### src/rtl/ascon_pkg.sv
// Shared constants and types for the Ascon permutation controller.
// Holds the state/counter widths, legal round limits, the WAIT_DONE
// timeout and the controller FSM encoding.
package ascon_pkg;

  localparam int unsigned STATE_W    = 320;
  localparam int unsigned CTR_W      = 5;
  localparam int unsigned MAX_ROUNDS = 12;
  localparam int unsigned ROUNDS_A   = 12;
  localparam int unsigned ROUNDS_B   = 6;
  localparam int unsigned TIMEOUT    = 4;
  localparam int unsigned TMO_W      = $clog2(TIMEOUT + 1);

  typedef enum logic [2:0] {
    IDLE,
    LOAD,
    ROUND,
    WAIT_DONE,
    RESP_ERR
  } ctrl_state_t;

  // A round count is runnable when it lies in 1..MAX_ROUNDS.
  function automatic logic rounds_legal(input logic [CTR_W-1:0] r);
    return (r != '0) && (r <= CTR_W'(MAX_ROUNDS));
  endfunction

endpackage

### src/rtl/ascon_perm_ctrl.sv
// Ascon permutation sequencer.
// Accepts {state, rounds} on a valid/ready request channel, drives the
// core load/round interface (perm_start, perm_ctr, perm_rounds, perm_s),
// waits for perm_done and returns {out_state, out_err} on a valid/ready
// response channel through a single-entry output register.
// Ports:
//   clk, rst                       clock, synchronous active-high reset
//   in_valid/in_ready/in_state/in_rounds    request channel
//   out_valid/out_ready/out_state/out_err   response channel
//   busy                           controller not idle
//   perm_start/perm_ctr/perm_rounds/perm_s  core control and load state
//   perm_out/perm_done             core result and done
module ascon_perm_ctrl
  import ascon_pkg::*;
(
  input  logic               clk,
  input  logic               rst,
  input  logic               in_valid,
  output logic               in_ready,
  input  logic [STATE_W-1:0] in_state,
  input  logic [CTR_W-1:0]   in_rounds,
  output logic               out_valid,
  input  logic               out_ready,
  output logic [STATE_W-1:0] out_state,
  output logic               out_err,
  output logic               busy,
  output logic               perm_start,
  output logic [CTR_W-1:0]   perm_ctr,
  output logic [CTR_W-1:0]   perm_rounds,
  output logic [STATE_W-1:0] perm_s,
  input  logic [STATE_W-1:0] perm_out,
  input  logic               perm_done
);

  ctrl_state_t        state_q, state_d;
  logic               in_ready_q, in_ready_d;
  logic               busy_q, busy_d;
  logic               perm_start_q, perm_start_d;
  logic [CTR_W-1:0]   perm_ctr_q, perm_ctr_d;
  logic [CTR_W-1:0]   perm_rounds_q, perm_rounds_d;
  logic [STATE_W-1:0] perm_s_q, perm_s_d;
  logic               out_valid_q, out_valid_d;
  logic               out_err_q, out_err_d;
  logic [STATE_W-1:0] out_state_q, out_state_d;
  // Counts idle-core cycles in WAIT_DONE; in RESP_ERR it marks the
  // first cycle so the error response has the same two-cycle pacing.
  logic [TMO_W-1:0]   tmo_q, tmo_d;

  logic accept;
  logic out_free;

  assign accept   = in_valid && in_ready_q;
  // Output register can take a new result if empty or draining now.
  assign out_free = !out_valid_q || out_ready;

  // Next-state, core control and output register update.
  always_comb begin
    state_d       = state_q;
    perm_start_d  = 1'b0;
    perm_ctr_d    = perm_ctr_q;
    perm_rounds_d = perm_rounds_q;
    perm_s_d      = perm_s_q;
    tmo_d         = tmo_q;
    out_valid_d   = out_valid_q && !out_ready;
    out_err_d     = out_err_q;
    out_state_d   = out_state_q;

    unique case (state_q)
      IDLE: begin
        perm_ctr_d = '0;
        tmo_d      = '0;
        if (accept) begin
          perm_s_d      = in_state;
          perm_rounds_d = in_rounds;
          if (rounds_legal(in_rounds)) begin
            state_d      = LOAD;
            perm_start_d = 1'b1;
          end else begin
            state_d = RESP_ERR;
          end
        end
      end

      LOAD: begin
        state_d      = ROUND;
        perm_start_d = 1'b1;
        perm_ctr_d   = CTR_W'(1);
      end

      ROUND: begin
        if (perm_ctr_q == perm_rounds_q) begin
          // Hold ctr at R with start low so the core keeps its state.
          state_d = WAIT_DONE;
          tmo_d   = '0;
        end else begin
          perm_start_d = 1'b1;
          perm_ctr_d   = perm_ctr_q + CTR_W'(1);
        end
      end

      WAIT_DONE: begin
        if (perm_done || (tmo_q == TMO_W'(TIMEOUT))) begin
          if (out_free) begin
            out_valid_d = 1'b1;
            out_err_d   = !perm_done;
            out_state_d = perm_out;
            perm_ctr_d  = '0;
            tmo_d       = '0;
            state_d     = IDLE;
          end
        end else begin
          tmo_d = tmo_q + TMO_W'(1);
        end
      end

      RESP_ERR: begin
        if (tmo_q == '0) begin
          tmo_d = TMO_W'(1);
        end else if (out_free) begin
          out_valid_d = 1'b1;
          out_err_d   = 1'b1;
          out_state_d = perm_s_q;
          tmo_d       = '0;
          state_d     = IDLE;
        end
      end

      default: begin
        state_d    = IDLE;
        perm_ctr_d = '0;
        tmo_d      = '0;
      end
    endcase

    in_ready_d = (state_d == IDLE);
    busy_d     = (state_d != IDLE);
  end

  // State and output registers.
  always_ff @(posedge clk) begin
    if (rst) begin
      state_q       <= IDLE;
      in_ready_q    <= 1'b0;
      busy_q        <= 1'b0;
      perm_start_q  <= 1'b0;
      perm_ctr_q    <= '0;
      perm_rounds_q <= '0;
      perm_s_q      <= '0;
      tmo_q         <= '0;
      out_valid_q   <= 1'b0;
      out_err_q     <= 1'b0;
      out_state_q   <= '0;
    end else begin
      state_q       <= state_d;
      in_ready_q    <= in_ready_d;
      busy_q        <= busy_d;
      perm_start_q  <= perm_start_d;
      perm_ctr_q    <= perm_ctr_d;
      perm_rounds_q <= perm_rounds_d;
      perm_s_q      <= perm_s_d;
      tmo_q         <= tmo_d;
      out_valid_q   <= out_valid_d;
      out_err_q     <= out_err_d;
      out_state_q   <= out_state_d;
    end
  end

  assign in_ready    = in_ready_q;
  assign busy        = busy_q;
  assign perm_start  = perm_start_q;
  assign perm_ctr    = perm_ctr_q;
  assign perm_rounds = perm_rounds_q;
  assign perm_s      = perm_s_q;
  assign out_valid   = out_valid_q;
  assign out_err     = out_err_q;
  assign out_state   = out_state_q;

endmodule
### config.mk
export PLATFORM = sky130hd
export DESIGN_NAME = ascon_perm_ctrl
export DESIGN_NICKNAME = d
export VERILOG_FILES = /design/src/rtl/ascon_pkg.sv /design/src/rtl/ascon_perm_ctrl.sv
export SDC_FILE = /design/constraint.sdc
export NUM_CORES = 2
export LEC_CHECK = 0
export CORE_AREA = 2 2 502 504
export CTS_CLUSTER_DIAMETER = 200
export DETAILED_ROUTE_END_ITERATION = 6
export DIE_AREA = 0 0 504 506
export GPL_TIMING_DRIVEN = 0
export SLEW_MARGIN = 30
export SYNTH_ARGS = -nofsm -noshare
export SYNTH_HDL_FRONTEND = slang
export SYNTH_SLANG_ARGS = --single-unit
### constraint.sdc
create_clock -name clk -period 2.6 [get_ports clk]
set_input_delay 0.39 -clock clk [delete_from_list [all_inputs] [get_ports clk]]
set_output_delay 0.39 -clock clk [all_outputs]
set_load 0.02 [all_outputs]
After elaboration in Yosys (flattened, before gate mapping)
Index checks and enable logic that the tools add are counted.
{ "word_totals": {"reg_bits": 661, "input_bits": 650, "output_inout_bits": 655, "elab_cells": 80} }
{ "classes": {"addsub": 2, "order_cmp": 1, "eq_ne": 12, "mux": 34, "bitwise_logic": 2, "n_reduce_logical": 18} }
{ "ops": {"columns": ["op", "count"], "rows": [
  ["$mux W320", 4],
  ["$pmux W320 S2", 1],
  ["$mux W3", 10],
  ["$pmux W5 S4", 1],
  ["$mux W5", 3],
  ["$pmux W3 S5", 1],
  ["$ne A2 B2 Y1 const B", 6],
  ["$pmux W3 S4", 1],
  ["$mux W1", 10],
  ["$logic_not A3 Y1", 3],
  ["$eq A3 B2 Y1 const B", 2],
  ["$eq A3 B3 Y1 const B", 2],
  ["$add A5 B1 Y5 const B", 1],
  ["$eq A5 B5 Y1", 1],
  ["$le A5 B4 Y1 const B", 1],
  ["$reduce_and A5 Y1", 1],
  ["$reduce_bool A5 Y1", 1],
  ["$pmux W1 S2", 2],
  ["$reduce_and A2 Y1", 2],
  ["$reduce_and A4 Y1", 1],
  ["$add A3 B1 Y3 const B", 1],
  ["$eq A3 B1 Y1 const B", 1],
  ["$logic_and A1 B1 Y1", 3],
  ["$logic_not A1 Y1", 3],
  ["5 further kinds", 7]
]} }

Depth between registers and ports, before layout
{ "depth": {"depth_word": 6, "depth_mapped": 10} }

Worst setup path before layout
Ideal clock, no wire load.
{ "synth_path": {"kind": "reg-to-reg", "start": "reg tmo_q[0]", "end": "reg perm_ctr_q[4] (netlist: perm_ctr[4])", "setup_time_ns": 0.070, "t_arrival_ns": 1.753, "setup_slack_ns": 0.777, "path_stages_with_launch": 9, "n_path_buf": 1, "synth_period_minus_slack_ns": 1.823, "cell_sequence": "dfxtp_1 -> inv_1 -> ha_1 -> a21o_2 -> a21boi_4 -> or2_1 -> clkbuf_2 -> or4_1 -> a21boi_1"} }
{ "synth_between": {"elab_chain_len": 4} }
{ "synth_lines": {"columns": ["element", "line_no", "source"], "rows": [
  ["start: declaration", "ascon_perm_ctrl.sv:47", "logic [TMO_W-1:0] tmo_q, tmo_d;"],
  ["start signal: assignment", "ascon_perm_ctrl.sv:161", "tmo_q <= tmo_d;"],
  ["$eq A3 B3 Y1", "ascon_perm_ctrl.sv:102", "if (perm_done || (tmo_q == TMO_W'(TIMEOUT))) begin"],
  ["$logic_or A1 B1 Y1", "ascon_perm_ctrl.sv:102", null],
  ["$ne A2 B2 Y1 (no line)", null, null],
  ["$reduce_and A4 Y1 (no line)", null, null],
  ["end signal: assignment", "ascon_perm_ctrl.sv:158", "perm_ctr_q <= perm_ctr_d;"],
  ["end: declaration", "ascon_perm_ctrl.sv:39", "logic [CTR_W-1:0] perm_ctr_q, perm_ctr_d;"]
]} }
No other way between the ends.
A chain may end at the register's enable or synchronous reset.

Final worst setup path
{ "layout_path": {"start": "reg state_q[2]", "end": "reg out_state_q[281] (netlist: out_state[281])"} }
{ "layout_between": {"elab_chain_len": 3} }
{ "layout_lines": {"columns": ["element", "line_no", "source"], "rows": [
  ["start: declaration", "ascon_perm_ctrl.sv:35", "ctrl_state_t state_q, state_d;"],
  ["start signal: assignment", "ascon_perm_ctrl.sv:154", "state_q <= state_d;"],
  ["$eq A3 B3 Y1 / $eq A3 B2 Y1 (equally long branches)", "ascon_perm_ctrl.sv:68", "unique case (state_q)"],
  ["$ne A2 B2 Y1 (no line) / $reduce_bool A2 Y1 (equally long branches)", null, null],
  ["$reduce_and A5 Y1 (no line)", null, null],
  ["end signal: assignment", "ascon_perm_ctrl.sv:164", "out_state_q <= out_state_d;"],
  ["end: declaration", "ascon_perm_ctrl.sv:44", "logic [STATE_W-1:0] out_state_q, out_state_d;"]
]} }
Parallel ways exist; a longest one is shown, timed or not.

==> metrics.md <==
| Metric | Value |
|---|---|
| GRT overflow | 0 |
| R2R setup slack | -0.02 ns |
| Failing checks | negative setup slack |
| Site row count | around 180 |
| DR vias | about 32k |
| Drt total wl | around 260,000 um |
| Most common cell in the netlist | nand2_1 |
| Crit path DAT | about 3.3 ns |
| Hold_buf cts | 0 |
| Register Area | between 10,000 and 15,000 um2 |
| Distinct cell type count after synthesis | 47 |
| Initial DRC count | around 3.0k |
| Worst slew margin | 0.333 |
| Area of the multi-input gates | 11,100 um2 |
| Placed Area | around 43,000 um2 |
| Pleak | ~15 nW |
| WS Path Type | flip-flop to flip-flop |
| CP max FO | 11 |
| Ratio of cells with drive above 1 in the final layout | 0.0644 |
| Fillers | 28.4k |
| Power Density | about 620 nW/um2 |
| Yosys reg bits | between 600 and 700 |
| WHS Endpoint | perm_s[247] |
| CTS root buf | clkbuf_16 |
| Final hold violations | 0 |
| DRC errors left | 0 |
| Adder-cell area share of the yosys netlist | 0.00147 |
| TritonCTS buffer count | slightly above 80 |
| Gpl congestion | 1.00 |
| Post-Layout Inst Area | between 40,000 and 50,000 um2 |
| Max-slew violations | 0 |
| HP Start | in_state[247] |
| Maximum vdd drop | between 0.4 and 0.5 mV |
| Core area | approximately 250,000 um2 |
| Worst skew pair latency | 0.73 ns |
| Syn Nets | about 4.0k |
| Die Y | 506 um |
| Worst Path Required | 3.24 ns |
| CTS Buffer Depth | 3 |
| H-tree levels | 3 |
| DP Worst Slack | -1.65 ns |
| Post-route ant nets | 0 |
| Post-synthesis cell count | roughly 3.3k |
| Cells after DPL | ~8k |
| Post-synth EDFFs | 0 |
| Post-layout worst setup margin | -0.0231 ns |
| Area delta synth->final | 80.3% |
| Nets@finish | 5,356 |
| Post-synthesis compound-gate area fraction | 0.183 |
| Yosys warns | 0 |
| Sequential area share after synthesis | 0.518 |
| Tmin final | around 2.6 ns |
| CP startpoint kind | flip-flop |
| FMAX | between 300 and 400 MHz |
| Largest net degree at the start of global routing | 18 |
| Simple-gate share of the synthesized area | 0.247 |
| Sink Count | about 660 |
| Clk slew on worst S/H paths | roughly 0.07 ns |
| Initial core utilization | 0.102 |
| Vias in the first global route | between 20k and 30k |
| Mux share of post-synthesis cell area | 0.000392 |
| Largest family of logic cells by synthesized area | simple AND/OR/NAND/NOR gates |
| Skew final | ~0.033 ns |
| Dominant synthesized flop cell | dfxtp_1 |
| Hold slack | 0.206 ns |
| TritonCTS clock tree | built |
| Final setup violation count | 2 |
| Num ports | 1,305 |
| Post-Synth XOR/XNOR Area | 0.00171 |
| Cell Count, Final, Fillers Out | ~8k |
| Vias per cell | roughly 4 |
| Setup TNS | -0.0284 ns |
| Cells on worst reg2reg path | 7 |
| Worst setup EP type | flip-flop |
| Area leader, netlist | dfxtp_1 |
| Max Cap Viol | 0 |
| Final Cycle Share | 1.01 |
| Die Footprint | 255,000 um2 |
| Final Util | 0.184 |
| RSZ-0062 raised after global routing | true |
| WL/cell | roughly 31 um |
| Yosys top cell area share | 0.518 |
| Min-Delay Path Class | input pin to flip-flop |
| Port Buffers | 1,303 |
| Die Wd | 504 um |
| Post-synthesis cell area | between 20,000 and 30,000 um2 |
| Status | finished with violations |
| Synth cell count leaders | nand2_1, dfxtp_1, a21oi_1 |
| Post-synthesis average cell area | 7.73 um2 |
| Post-synth ARST share | 0 |
| Post-DP HPWL | approximately 220,000 um |
| R2R Path Start | state_q[2] |
| Hold path depth | 3 |
| Final Power | around 29 mW |
| RR Endpoint | out_state[281] |
| Gr usage total | 0.191 |
| DRT Pass-1 Iters | 5 |
| Global-route wire length before repair | 318,000 um |
| Worst Tran Pin Value | around 1 ns |
| Synth area leaders | dfxtp_1, nand2_1, a311oi_1 |
| Antenna violations before repair | roughly 140 |
logic make-up (layout without fill, tap and decap cells):
group | count (synthesis) | in the layout
adders and majority gates | 3 | 3
other | 0 | 62
and+or+nand+nor | 1660 | 1660
buffers and inverters | 297 | 1760
xor gates and xnor gates | 5 | 5
DFF | 661 | 661
AOI/OAI and AO/OA | 680 | 680
muxes | 1 | 1
how the worst max path moves through the flow:
| stage | from | endpoint |
|---|---|---|
| after floorplan | tmo_q[0] | perm_ctr[4] |
| after global placement | state_q[0] | out_state[200] |
| after detailed placement | state_q[1] | out_state[297] |
| after CTS | perm_s[283] | perm_s[283] |
| after global routing | state_q[2] | out_state[284] |
| final | state_q[2] | out_state[281] |
routing by layer:
metal | GRT usage | vias to the layer above | wire, um
li1 | - | 14085 | -
met1 | 0.228 | 15241 | 101000
met2 | 0.282 | 2012 | 106000
met3 | 0.110 | 393 | 37200
met4 | 0.0732 | 76 | 11100
met5 | 0 | - | 523
state kept, by name (all words and copies together), names as in the netlist:
name and cells:
busy 1, out_state 320, out_valid 1, out_err 1, perm_start 1, in_ready 1
perm_s 320, perm_ctr 5, perm_rounds 5, tmo_q 3, state_q 3
area by class of cell:
cell class                      instances  share of cell area
Sequential cell                       661               0.287
Timing Repair Buffer                 1313               0.287
Clock buffer                          116              0.0508
Antenna cell                           62             0.00337
Buffer                                291              0.0310
Inverter                                5            0.000407
Clock inverter                         35             0.00893
Tap cell                             3348              0.0909
Multi-Input combinational cell       2349               0.241
where the power goes:
part	internal (mW)	leakage, nW	switching, mW
logic	2.14	8.79	3.42
registers	10.6	5.35	0.583
clock network	6.61	1.33	5.44
total	19.3	15.5	9.45
repair_timing:
| item | 4_1_cts | 5_1_grt |
|---|---|---|
| gates resized for setup | 100 | 69 |
| endpoints found under the setup margin | 473 | 222 |
| pin swaps | 1 | 0 |
| setup buffers | 2 | 0 |
layout by cell type, fill, tap and decap left out, types with 4 or more instances in the layout:
| cell | instances |
|---|---|
| nor3_1 | 4 |
| clkbuf_2 | 55 |
| buf_4 | 15 |
| nand3_1 | 8 |
| inv_1 | 5 |
| nand2_1 | 1295 |
| clkbuf_1 | 151 |
| clkbuf_4 | 14 |
| clkbuf_16 | 82 |
| buf_2 | 60 |
| buf_1 | 7 |
| clkdlybuf4s50_1 | 1257 |
| dfxtp_1 | 661 |
| buf_12 | 6 |
| nor2_1 | 330 |
| diode_2 | 62 |
| inv_8 | 4 |
| xor2_1 | 5 |
| clkbuf_8 | 16 |
| a311oi_1 | 321 |
| clkinv_2 | 11 |
| dlygate4sd2_1 | 36 |
| dlymetal6s2s_1 | 6 |
| buf_6 | 10 |
| a21oi_1 | 336 |
| clkinvlp_4 | 6 |
worst max-delay path: stages (launching register included):
cell      delay [ns]
dfxtp_1         0.31
buf_2           0.22
nor3b_1         0.32
buf_6           0.29
buf_4           0.34
clkbuf_2        0.30
nand2_1         0.37
a311oi_1        0.35
(Power assumes the default switching activity.)
